[src/rtl/mem_burst_arbiter.sv]
// Round-robin burst arbiter sharing one memory-controller burst port between a
// write master and a read master, with a one-cycle turnaround between bursts.
module mem_burst_arbiter #(
    parameter int MEM_DATA_BITS = 32,
    parameter int ADDR_BITS     = 28,
    parameter int BUSRT_BITS    = 10
) (
    input  logic                     mem_clk,
    input  logic                     rst_n,
    input  logic                     wr_burst_req,
    input  logic [BUSRT_BITS-1:0]    wr_burst_len,
    input  logic [ADDR_BITS-1:0]     wr_burst_addr,
    input  logic [MEM_DATA_BITS-1:0] wr_burst_data,
    output logic                     wr_burst_data_req,
    output logic                     wr_burst_finish,
    input  logic                     rd_burst_req,
    input  logic [BUSRT_BITS-1:0]    rd_burst_len,
    input  logic [ADDR_BITS-1:0]     rd_burst_addr,
    output logic                     rd_burst_data_valid,
    output logic [MEM_DATA_BITS-1:0] rd_burst_data,
    output logic                     rd_burst_finish,
    output logic                     mem_wr_burst_req,
    output logic                     mem_rd_burst_req,
    output logic [BUSRT_BITS-1:0]    mem_burst_len,
    output logic [ADDR_BITS-1:0]     mem_burst_addr,
    input  logic                     mem_wr_burst_data_req,
    output logic [MEM_DATA_BITS-1:0] mem_wr_burst_data,
    input  logic                     mem_rd_burst_data_valid,
    input  logic [MEM_DATA_BITS-1:0] mem_rd_burst_data,
    input  logic                     mem_wr_burst_finish,
    input  logic                     mem_rd_burst_finish,
    output logic [1:0]               arb_owner
);

    typedef enum logic [1:0] {
        S_IDLE = 2'd0,
        S_WR   = 2'd1,
        S_RD   = 2'd2,
        S_GAP  = 2'd3
    } state_t;

    state_t                r_state, w_state_nxt;
    logic                  r_last_rd, w_last_rd_nxt;
    logic                  r_mem_wr_req, w_mem_wr_req_nxt;
    logic                  r_mem_rd_req, w_mem_rd_req_nxt;
    logic [BUSRT_BITS-1:0] r_len, w_len_nxt;
    logic [ADDR_BITS-1:0]  r_addr, w_addr_nxt;
    logic [1:0]            r_owner, w_owner_nxt;
    logic                  w_pick_wr;
    logic                  w_wr_grant;
    logic                  w_rd_grant;

    // Write wins unless the read master is also asking and write had the last turn.
    assign w_pick_wr = wr_burst_req && (!rd_burst_req || r_last_rd);

    // NOTE: gating with rst_n drops a grant in the same cycle reset is asserted,
    // not one edge later, so a late controller finish never reaches a master.
    assign w_wr_grant = (r_state == S_WR) && rst_n;
    assign w_rd_grant = (r_state == S_RD) && rst_n;

    always_ff @(posedge mem_clk) begin
        if (!rst_n) begin
            r_state      <= S_IDLE;
            r_last_rd    <= 1'b1;
            r_mem_wr_req <= 1'b0;
            r_mem_rd_req <= 1'b0;
            r_len        <= '0;
            r_addr       <= '0;
            r_owner      <= 2'b00;
        end else begin
            r_state      <= w_state_nxt;
            r_last_rd    <= w_last_rd_nxt;
            r_mem_wr_req <= w_mem_wr_req_nxt;
            r_mem_rd_req <= w_mem_rd_req_nxt;
            r_len        <= w_len_nxt;
            r_addr       <= w_addr_nxt;
            r_owner      <= w_owner_nxt;
        end
    end

    always_comb begin
        // NOTE: every next-state value defaults to its current value first, so no
        // path through the case leaves a signal unassigned and no latch is inferred.
        w_state_nxt      = r_state;
        w_last_rd_nxt    = r_last_rd;
        w_mem_wr_req_nxt = r_mem_wr_req;
        w_mem_rd_req_nxt = r_mem_rd_req;
        w_len_nxt        = r_len;
        w_addr_nxt       = r_addr;
        w_owner_nxt      = r_owner;

        case (r_state)
            S_IDLE: begin
                if (w_pick_wr) begin
                    w_state_nxt      = S_WR;
                    w_last_rd_nxt    = 1'b0;
                    w_mem_wr_req_nxt = 1'b1;
                    w_len_nxt        = wr_burst_len;
                    w_addr_nxt       = wr_burst_addr;
                    w_owner_nxt      = 2'b01;
                end else if (rd_burst_req) begin
                    w_state_nxt      = S_RD;
                    w_last_rd_nxt    = 1'b1;
                    w_mem_rd_req_nxt = 1'b1;
                    w_len_nxt        = rd_burst_len;
                    w_addr_nxt       = rd_burst_addr;
                    w_owner_nxt      = 2'b10;
                end
            end
            S_WR: begin
                if (mem_wr_burst_finish) begin
                    w_state_nxt      = S_GAP;
                    w_mem_wr_req_nxt = 1'b0;
                    w_owner_nxt      = 2'b00;
                end
            end
            S_RD: begin
                if (mem_rd_burst_finish) begin
                    w_state_nxt      = S_GAP;
                    w_mem_rd_req_nxt = 1'b0;
                    w_owner_nxt      = 2'b00;
                end
            end
            S_GAP: begin
                w_state_nxt = S_IDLE;
            end
            default: begin
                w_state_nxt = S_IDLE;
            end
        endcase
    end

    assign mem_wr_burst_req    = r_mem_wr_req;
    assign mem_rd_burst_req    = r_mem_rd_req;
    assign mem_burst_len       = r_len;
    assign mem_burst_addr      = r_addr;
    assign arb_owner           = r_owner;

    assign wr_burst_data_req   = w_wr_grant && mem_wr_burst_data_req;
    assign wr_burst_finish     = w_wr_grant && mem_wr_burst_finish;
    assign rd_burst_data_valid = w_rd_grant && mem_rd_burst_data_valid;
    assign rd_burst_finish     = w_rd_grant && mem_rd_burst_finish;

    assign mem_wr_burst_data   = wr_burst_data;
    assign rd_burst_data       = mem_rd_burst_data;

endmodule

[config.mk]
export PLATFORM = sky130hd
export DESIGN_NAME = mem_burst_arbiter
export DESIGN_NICKNAME = d
export VERILOG_FILES = /design/src/rtl/mem_burst_arbiter.sv
export SDC_FILE = /design/constraint.sdc
export NUM_CORES = 1
export LEC_CHECK = 0
export ABC_CLOCK_PERIOD_IN_PS = 1800
export CORE_MARGIN = 10
export CORE_UTILIZATION = 30
export CTS_CLUSTER_SIZE = 24
export DETAILED_ROUTE_END_ITERATION = 10
export PLACE_DENSITY = 0.84
export SYNTH_ARGS = -nofsm -noshare
export SYNTH_HDL_FRONTEND = slang
export SYNTH_SLANG_ARGS = --single-unit
[constraint.sdc]
create_clock -name mem_clk -period 1.8 [get_ports mem_clk]
set_input_delay 0.27 -clock mem_clk [delete_from_list [all_inputs] [get_ports mem_clk]]
set_output_delay 0.27 -clock mem_clk [all_outputs]
set_load 0.02 [all_outputs]
# After elaboration in Yosys (flattened, before gate mapping)
# Cells that the tools add are included.
# classes
muxes	20
n_reduce_logical	19
n_eq_ne	9
# ops
op	n
28-bit two-way mux	2
10-bit two-way mux	2
2-bit two-way mux	6
2-bit != test, second input constant	5
2-bit one-hot mux with 4 select lines	1
4-bit AND reduction	2
1-bit logical AND	7
1-bit two-way mux	6
2-bit one-hot mux with 3 select lines	1
3-bit AND reduction	2
2-bit nonzero test	3
2-bit equality test, second input constant	2
1-bit one-hot mux with 2 select lines	2
3-bit != test, second input constant	1
3-bit nonzero test	1
2-bit by 1-bit equality test with 1-bit output, second input constant	1
2-bit logical NOT	1
2-bit AND reduction	1
1-bit logical NOT	1
1-bit logical OR	1
# word_totals
output_inout_bits	110
register_bits	45
inputBits	148

# Longest topological paths before layout
# Gate-level depths: netlist of run 1.
# depth
ltp_word	5
ltp_mapped	7
depth_no_buf	5

# Worst setup path before layout of run 1
# No wires, ideal clock.
# synth_timing
kind	register to register
from	reg r_state[0]
to	reg r_owner[0], in the netlist arb_owner[0]
t_required_ns	1.728
setup_slack_ns	0.371
setup_ns	0.072
t_arrival_ns	1.357
stages_incl_launch_ff	7
cell_sequence	dfxtp_1 -> inv_1 -> ha_1 -> buf_2 -> nor3b_2 -> nor4_2 -> mux2i_1
# synth_between
elab_chain_cells	3
# synth_lines
item	line_no	rtl
start, declared	42	state_t r_state, w_state_nxt;
start signal, assigned	71	r_state <= w_state_nxt;
2-bit equality test (tied with other cells)	92	case (r_state)
2-bit != test (no source line) (tied with other cells)	n/a	
4-bit AND reduction (no source line)	n/a	
end signal, assigned	77	r_owner <= w_owner_nxt;
end, declared	48	logic [1:0] r_owner, w_owner_nxt;
# Several ways; a longest one is shown, not always the timed one.
# A chain may end at the register's enable or synchronous reset.

# Final worst setup path of run 1
# layout_timing
from	reg r_state[0]
to	out rd_burst_data_valid
# layout_between
elab_chain_cells	3
# layout_lines
item	line_no	rtl
2-bit equality test	59	assign w_rd_grant = (r_state == S_RD) && rst_n;
1-bit logical AND	59	
1-bit logical AND	141	assign rd_burst_data_valid = w_rd_grant && mem_rd_burst_data_valid;
end, declared	19	output logic rd_burst_data_valid,
# Every way passes these cells.

==> metrics, run 1 <==
run status complete, no violations; gr ovfl total 0; WP data arrival ~1400 ps; antenna violation net count after detailed routing 0; Synth Area in Compound Gates between 20% and 30%; Mean Syn Cell Area between 7 and 8 um2; average routed wire per standard cell about 18 um; leakage around 0.0014 uW; clock latency on the worst-skew pair between 200 and 300 ps; CTS buffer count 5; Worst Tran Pin Value 373 ps; final HPWL from detailed placement between 6000 and 7000 um; drt pass-1 iters 4; RSZ-0062 raised after global routing false; Startpoint Class flop; Worst Setup End Kind output port; post-synthesis cell type count 30; Mapped Nets about 490; row cnt 34; adder-cell share of the synthesized area between 1.5 and 2%; Core Util, Final 42.5%; Die X ~110 um; Synth Instances between 300 and 400; CTS Buffer Depth 2; DP Cell Count roughly 500; ANT cells 0; fraction of post-synthesis cell area in the top cell type by area 33.6%; HP Start arb_owner[0]; Seq/Total Area, Yosys about a third; root buffer cell clkbuf_8; FF-to-FF path depth 6; reg2reg end mem_burst_addr[9]; initial antenna violation count 0; CTS sink count 45; synthesized-area fraction occupied by and/or/nand/nor cells a little under an eighth; Fin. Hold Viols 0; Starting Density 30.8%; VDD IR max between 0.7 and 0.8 mV; power per cell area 1220 nW/um2; Yosys warnings 0; synth top area cells dfxtp_1 (34%), buf_4 (19%), o21ai_0 (14%); drc violations 0; H-tree depth 2; data required time of the worst path 1530 ps; Final Critical Period 1710 ps; Tightest Hold Check Type flop to flop; RePlAce Congestion between 0.7 and 0.8; Setup TNS Final 0 ps; Post-CTS Setup Bufs 0; number of max-cap violations 0; area grow syn2layout 38.0%; Setup violations, final 0; CTS tree built; ratio of cells with drive above 1 in the final layout approximately 7.6%; r2r startpoint r_state[1]; Via Count approximately 2700; DRC marker count from the first detailed-route iteration roughly 320; GRT Overall Usage about an eighth; final WL about 9000 um; Nets 548; Clock Skew around 4.0 ps; # IOs 258; die height about 110 um; Worst Path Class, Setup flop to output port; post-synthesis register bit count between 40 and 50; core footprint 8720 um2; reg2reg setup slack approximately 150 ps; Hold EP arb_owner[0]; worst relative slew slack approximately three quarters; FMAX 585 MHz; cell taking the most area after synthesis dfxtp_1; vias in the first global route 2738; vias per cell 5.32; total die area 13100 um2; port buffer count 129; Non-Filler Instances roughly 500; CTS clock-pin slew for the worst setup and hold paths about 90 ps; post-route clock period utilization a little over nine tenths; multiplexer share of the synthesized area less than 1%; largest net degree at the start of global routing between 50 and 60; Hold Path Stages 2; post-synthesis xor/xnor area fraction 0%; Slew Viols, Final 0; CP Max Fanout 5; largest family of logic cells by synthesized area compound AO/OA/AOI/OAI gates; first-pass GRT wire length 13900 um; Netlist Area Pre-Place ~2700 um2
-- registers in the layout, summed over array words and instances, names as in the netlist --
register	cells
r_last_rd	1
mem_rd_burst_req	1
mem_wr_burst_req	1
mem_burst_len	10
mem_burst_addr	28
r_state	2
arb_owner	2
-- area by class of cell --
cell class / count / area (um2)
clock buffer: 6 / 72.6
clock inverter: 2 / 10.0
fill: 859 / 5020
inverter: 5 / 18.8
multi-input combinational: 195 / 1140
sequential: 45 / 902
tap: 108 / 135
timing repair buffer: 144 / 1420
-- synthesized netlist by cell type, drive strengths merged --
cell and instances:
mux2i 2, nand2b 1, and4 1, clkbuf 16
nor2b 4, a21bo 1, o21a 1, o311a 2
a31o 1, dfxtp 45, nand2 4, a311oi 1
nor4 1, o31ai 2, o22ai 1, o31a 1
nor3b 1, and3 5, a21oi 2, o21ai 79
a21boi 2, nand3 39, a31oi 39, ha 4
buf 80, inv 5, and2b 1
-- metrics by stage --
step	setup WS, ps	area (um2)	power [uW]	hold WS, ps
after floorplan	371	2680	3030	385
after global placement	-98.8	3620	3860	449
after detailed placement	-113	3620	3930	450
after CTS	14.9	3690	4570	455
after global routing	4.87	3700	4840	479
final	90.6	3700	4500	463
-- cell families (layout without fill, tap and decap cells) --
family / Yosys count / in the layout
flops: 45 / 45
mux: 2 / 2
compound gates: 132 / 132
buf+inv: 101 / 157
fa+ha+maj: 4 / 4
simple gates: 57 / 57
-- cells in the final DEF (no fill, tap or decap), types with 5 or more instances in the layout --
master / Yosys / layout
a31oi_1: 39 / 39
and3_1: 5 / 5
buf_4: 67 / 13
clkbuf_8: 0 / 5
clkdlybuf4s50_1: 0 / 124
dfxtp_1: 45 / 44
inv_1: 5 / 5
nand3_1: 39 / 39
o21ai_0: 74 / 74
o21ai_1: 5 / 5
-- worst max path at each step --
stage	start	slack [ps]	to	cells after the start
after floorplan	r_state[0]	370	arb_owner[0]	6
after global placement	rst_n	-100	rd_burst_data_valid	3
after detailed placement	rst_n	-110	wr_burst_data_req	3
after CTS	r_state[0]	10	rd_burst_data_valid	4
after global routing	r_state[1]	5	wr_burst_data_req	4
final	r_state[0]	90	rd_burst_data_valid	4
-- power by group --
group | leakage (uW) | switching (uW) | total [uW] | internal [uW]
combinational | 0.000941 | 1260 | 2390 | 1130
clock | 0.0000450 | 336 | 606 | 270
sequential | 0.000374 | 171 | 1500 | 1330
total | 0.00136 | 1770 | 4500 | 2730
-- timing repair --
item	4_1_cts	5_1_grt
resized for setup	4	6
endpoints found under the setup margin	4	5
hold buffers	0	0
-- critical path, cell delays in order (launching register included) --
cell and delay (ps):
dfxtp_2 350, inv_1 100, ha_1 230, and3_1 170, clkdlybuf4s15_1 300
-- layer usage --
| metal | up-vias | share of wire [%] | global-route usage [%] |
|---|---|---|---|
| li1 | 1269 | - | - |
| met1 | 1252 | 38 | 13.7 |
| met2 | 140 | 49 | 21.6 |
| met3 | 28 | 11 | 5.50 |
| met4 | 0 | 2.4 | 4.68 |
| met5 | - | 0 | 0 |
No activity file was read; power rests on OpenSTA's default activity.
==> run 2: changes to the inputs <==
--- a/config.mk
+++ b/config.mk
@@ -7,9 +7,9 @@
 export LEC_CHECK = 0
 export ABC_CLOCK_PERIOD_IN_PS = 1800
-export CORE_MARGIN = 10
-export CORE_UTILIZATION = 30
-export CTS_CLUSTER_SIZE = 24
+export CORE_AREA = 2 2 101 103
+export CTS_CLUSTER_SIZE = 12
 export DETAILED_ROUTE_END_ITERATION = 10
-export PLACE_DENSITY = 0.84
+export DIE_AREA = 0 0 103 105
+export PLACE_DENSITY = 0.78
 export SYNTH_ARGS = -nofsm -noshare
 export SYNTH_HDL_FRONTEND = slang
==> constraint.sdc (replaced) <==
create_clock -name mem_clk -period 1.8 [get_ports mem_clk]
set_input_delay 0.27 -clock mem_clk [delete_from_list [all_inputs] [get_ports mem_clk]]
set_output_delay 0.27 -clock mem_clk [all_outputs]
set_load 0.1 [all_outputs]
==> metrics, run 2 (same netlist as run 1, synthesis figures left out) <==
clock share of power 12.0% (-1.5 points); RSZ-0062 raised after global routing false; Fin. Hold Viols 0 (unchanged); FMAX 599 MHz (+2.4%); Worst Tran Pin Value 382 ps (+9.10 ps); core footprint 9640 um2 (+11%); slack of the critical path 130 ps (+39.4 ps); leakage 0.00147 uW (+7.9%); max reg flops 28 (unchanged); run status complete, no violations; area grow syn2layout 40.2%; Setup violations, final 0 (unchanged); fraction of power spent switching nets 55.6% (+16 points); Psw 3660 uW (+110%); leading cell type in the layout, fill and taps excluded clkdlybuf4s50_1; Clock Skew 4.17 ps (+0.178 ps); GRT Overall Usage 14.4% (+1.7 points); antenna violation net count after detailed routing 0 (unchanged); drt pass-1 iters 4 (unchanged); ratio of cells with drive above 1 in the final layout 18.5% (+11 points); VDD IR max 0.837 mV (+11%); final HPWL from detailed placement 5910 um (-13%); WP data arrival 1400 ps (-40 ps); gr ovfl total 0 (unchanged); port buffer count 129 (unchanged); row cnt 36 (+5.9%); Flop pwr share 23.1% (-10 points); final WL 8210 um (-9.2%); most frequent cells in the layout clkdlybuf4s50_1 (82), o21ai_0 (74), buf_4 (47); internal power 2920 uW (+7.1%); # IOs 258 (unchanged); pre-CTS WS 130 ps (+243 ps); Worst Setup End Kind output port; CTS clock-pin slew for the worst setup and hold paths 80 ps (about the same); Via Count 2666 (-0.86%); H-tree depth 2 (unchanged); largest net degree at the start of global routing 46 (-13%); first-pass GRT wire length 12600 um (-9.4%); RePlAce Congestion 0.744 (-4.7%); total die area 10800 um2 (-18%); Tightest Hold Check Type input pin to flop; initial antenna violation count 0 (unchanged); average routed wire per standard cell 15.6 um (-13%); root buffer cell clkbuf_8; clock latency on the worst-skew pair 290 ps (about the same); CTS sink count 45 (unchanged); Core Util, Final 39.0% (-3.4 points); data required time of the worst path 1530 ps (about the same); ANT cells 0 (unchanged); post-route clock period utilization 92.8% (-2.2 points); CP Max Fanout 5 (unchanged); dpl cell area 3640 um2 (+0.73%); CTS buffer count 5 (unchanged); vias per cell 5.05 (-5.2%); Fillers 1001 (+17%); vias in the first global route 2656 (-3.0%); Post-CTS Setup Bufs 0 (unchanged); power per cell area 1750 nW/um2 (+44%); CTS tree built; Die X 103 um (-10%); Slew Viols, Final 0 (unchanged); die height 105 um (-8.3%); Worst Path Class, Setup flop to output port; worst hold margin 488 ps (+25.1 ps); Startpoint Class flop; Nets 546 (-0.36%); worst relative slew slack 74.3% (-0.61 points); Setup TNS Final 0 ps (unchanged); drc violations 0 (unchanged); CTS Buffer Depth 2 (unchanged); Starting Density 27.8% (-2.9 points); Final Critical Period 1670 ps (-39.4 ps); number of max-cap violations 0 (unchanged); DRC marker count from the first detailed-route iteration 115 (-64%); fin area 3760 um2 (+1.6%); Comb power frac 64.9% (+12 points)
-- run 2: critical path: stages, from the launching register on --
cell	delay, ps
dfxtp_1	340
inv_1	110
ha_1	240
and3_1	230
buf_12	190
-- run 2: cell type report --
cell class | count | area, um2 | area share [%]
Tap cell | 133 | 166 | 4.42
Sequential cell | 45 | 901 | 24.0
Multi-Input combinational cell | 195 | 1140 | 30.3
Inverter | 5 | 18.8 | 0.499
Clock inverter | 1 | 30.0 | 0.798
Clock buffer | 7 | 86.3 | 2.30
Timing Repair Buffer | 142 | 1420 | 37.7
-- run 2: through the flow --
stage               total power [uW]  std cells
floorplan                       5360        341
global placement                5760        520
detailed placement              5820        520
CTS                             6640        528
global route                    6900        528
finish                          6590        528
-- run 2: path summary, 6_finish.rpt --
kind,startpoint,endpoint,slack [ps],depth (start not counted)
max,r_state[1],wr_burst_finish,130,4
min,wr_burst_req,mem_wr_burst_req,490,3
max reg2reg,r_state[1],mem_burst_addr[22],160,6
min reg2reg,arb_owner[0],arb_owner[0],510,2
-- run 2: repair_timing --
| item | 4_1_cts | 5_1_grt |
|---|---|---|
| hold buffers | 0 | 0 |
| endpoints found under the setup margin | 0 | 2 |
| resized for setup | 0 | 1 |
-- run 2: power by group through the flow --
stage               sequential, uW  combinational (uW)  clock, uW
floorplan                     3670                1690          0
global placement              1530                4230          0
detailed placement            1540                4280          0
CTS                           1520                4290        824
global route                  1560                4470        876
finish                        1520                4270        791
-- run 2: per-layer routing --
| metal | share of wire (%) | global-route usage [%] | up-vias |
|---|---|---|---|
| li1 | - | - | 1266 |
| met1 | 40 | 15.8 | 1251 |
| met2 | 50 | 25.7 | 130 |
| met3 | 7.6 | 4.55 | 19 |
| met4 | 1.8 | 4.89 | 0 |
| met5 | 0 | 0 | - |
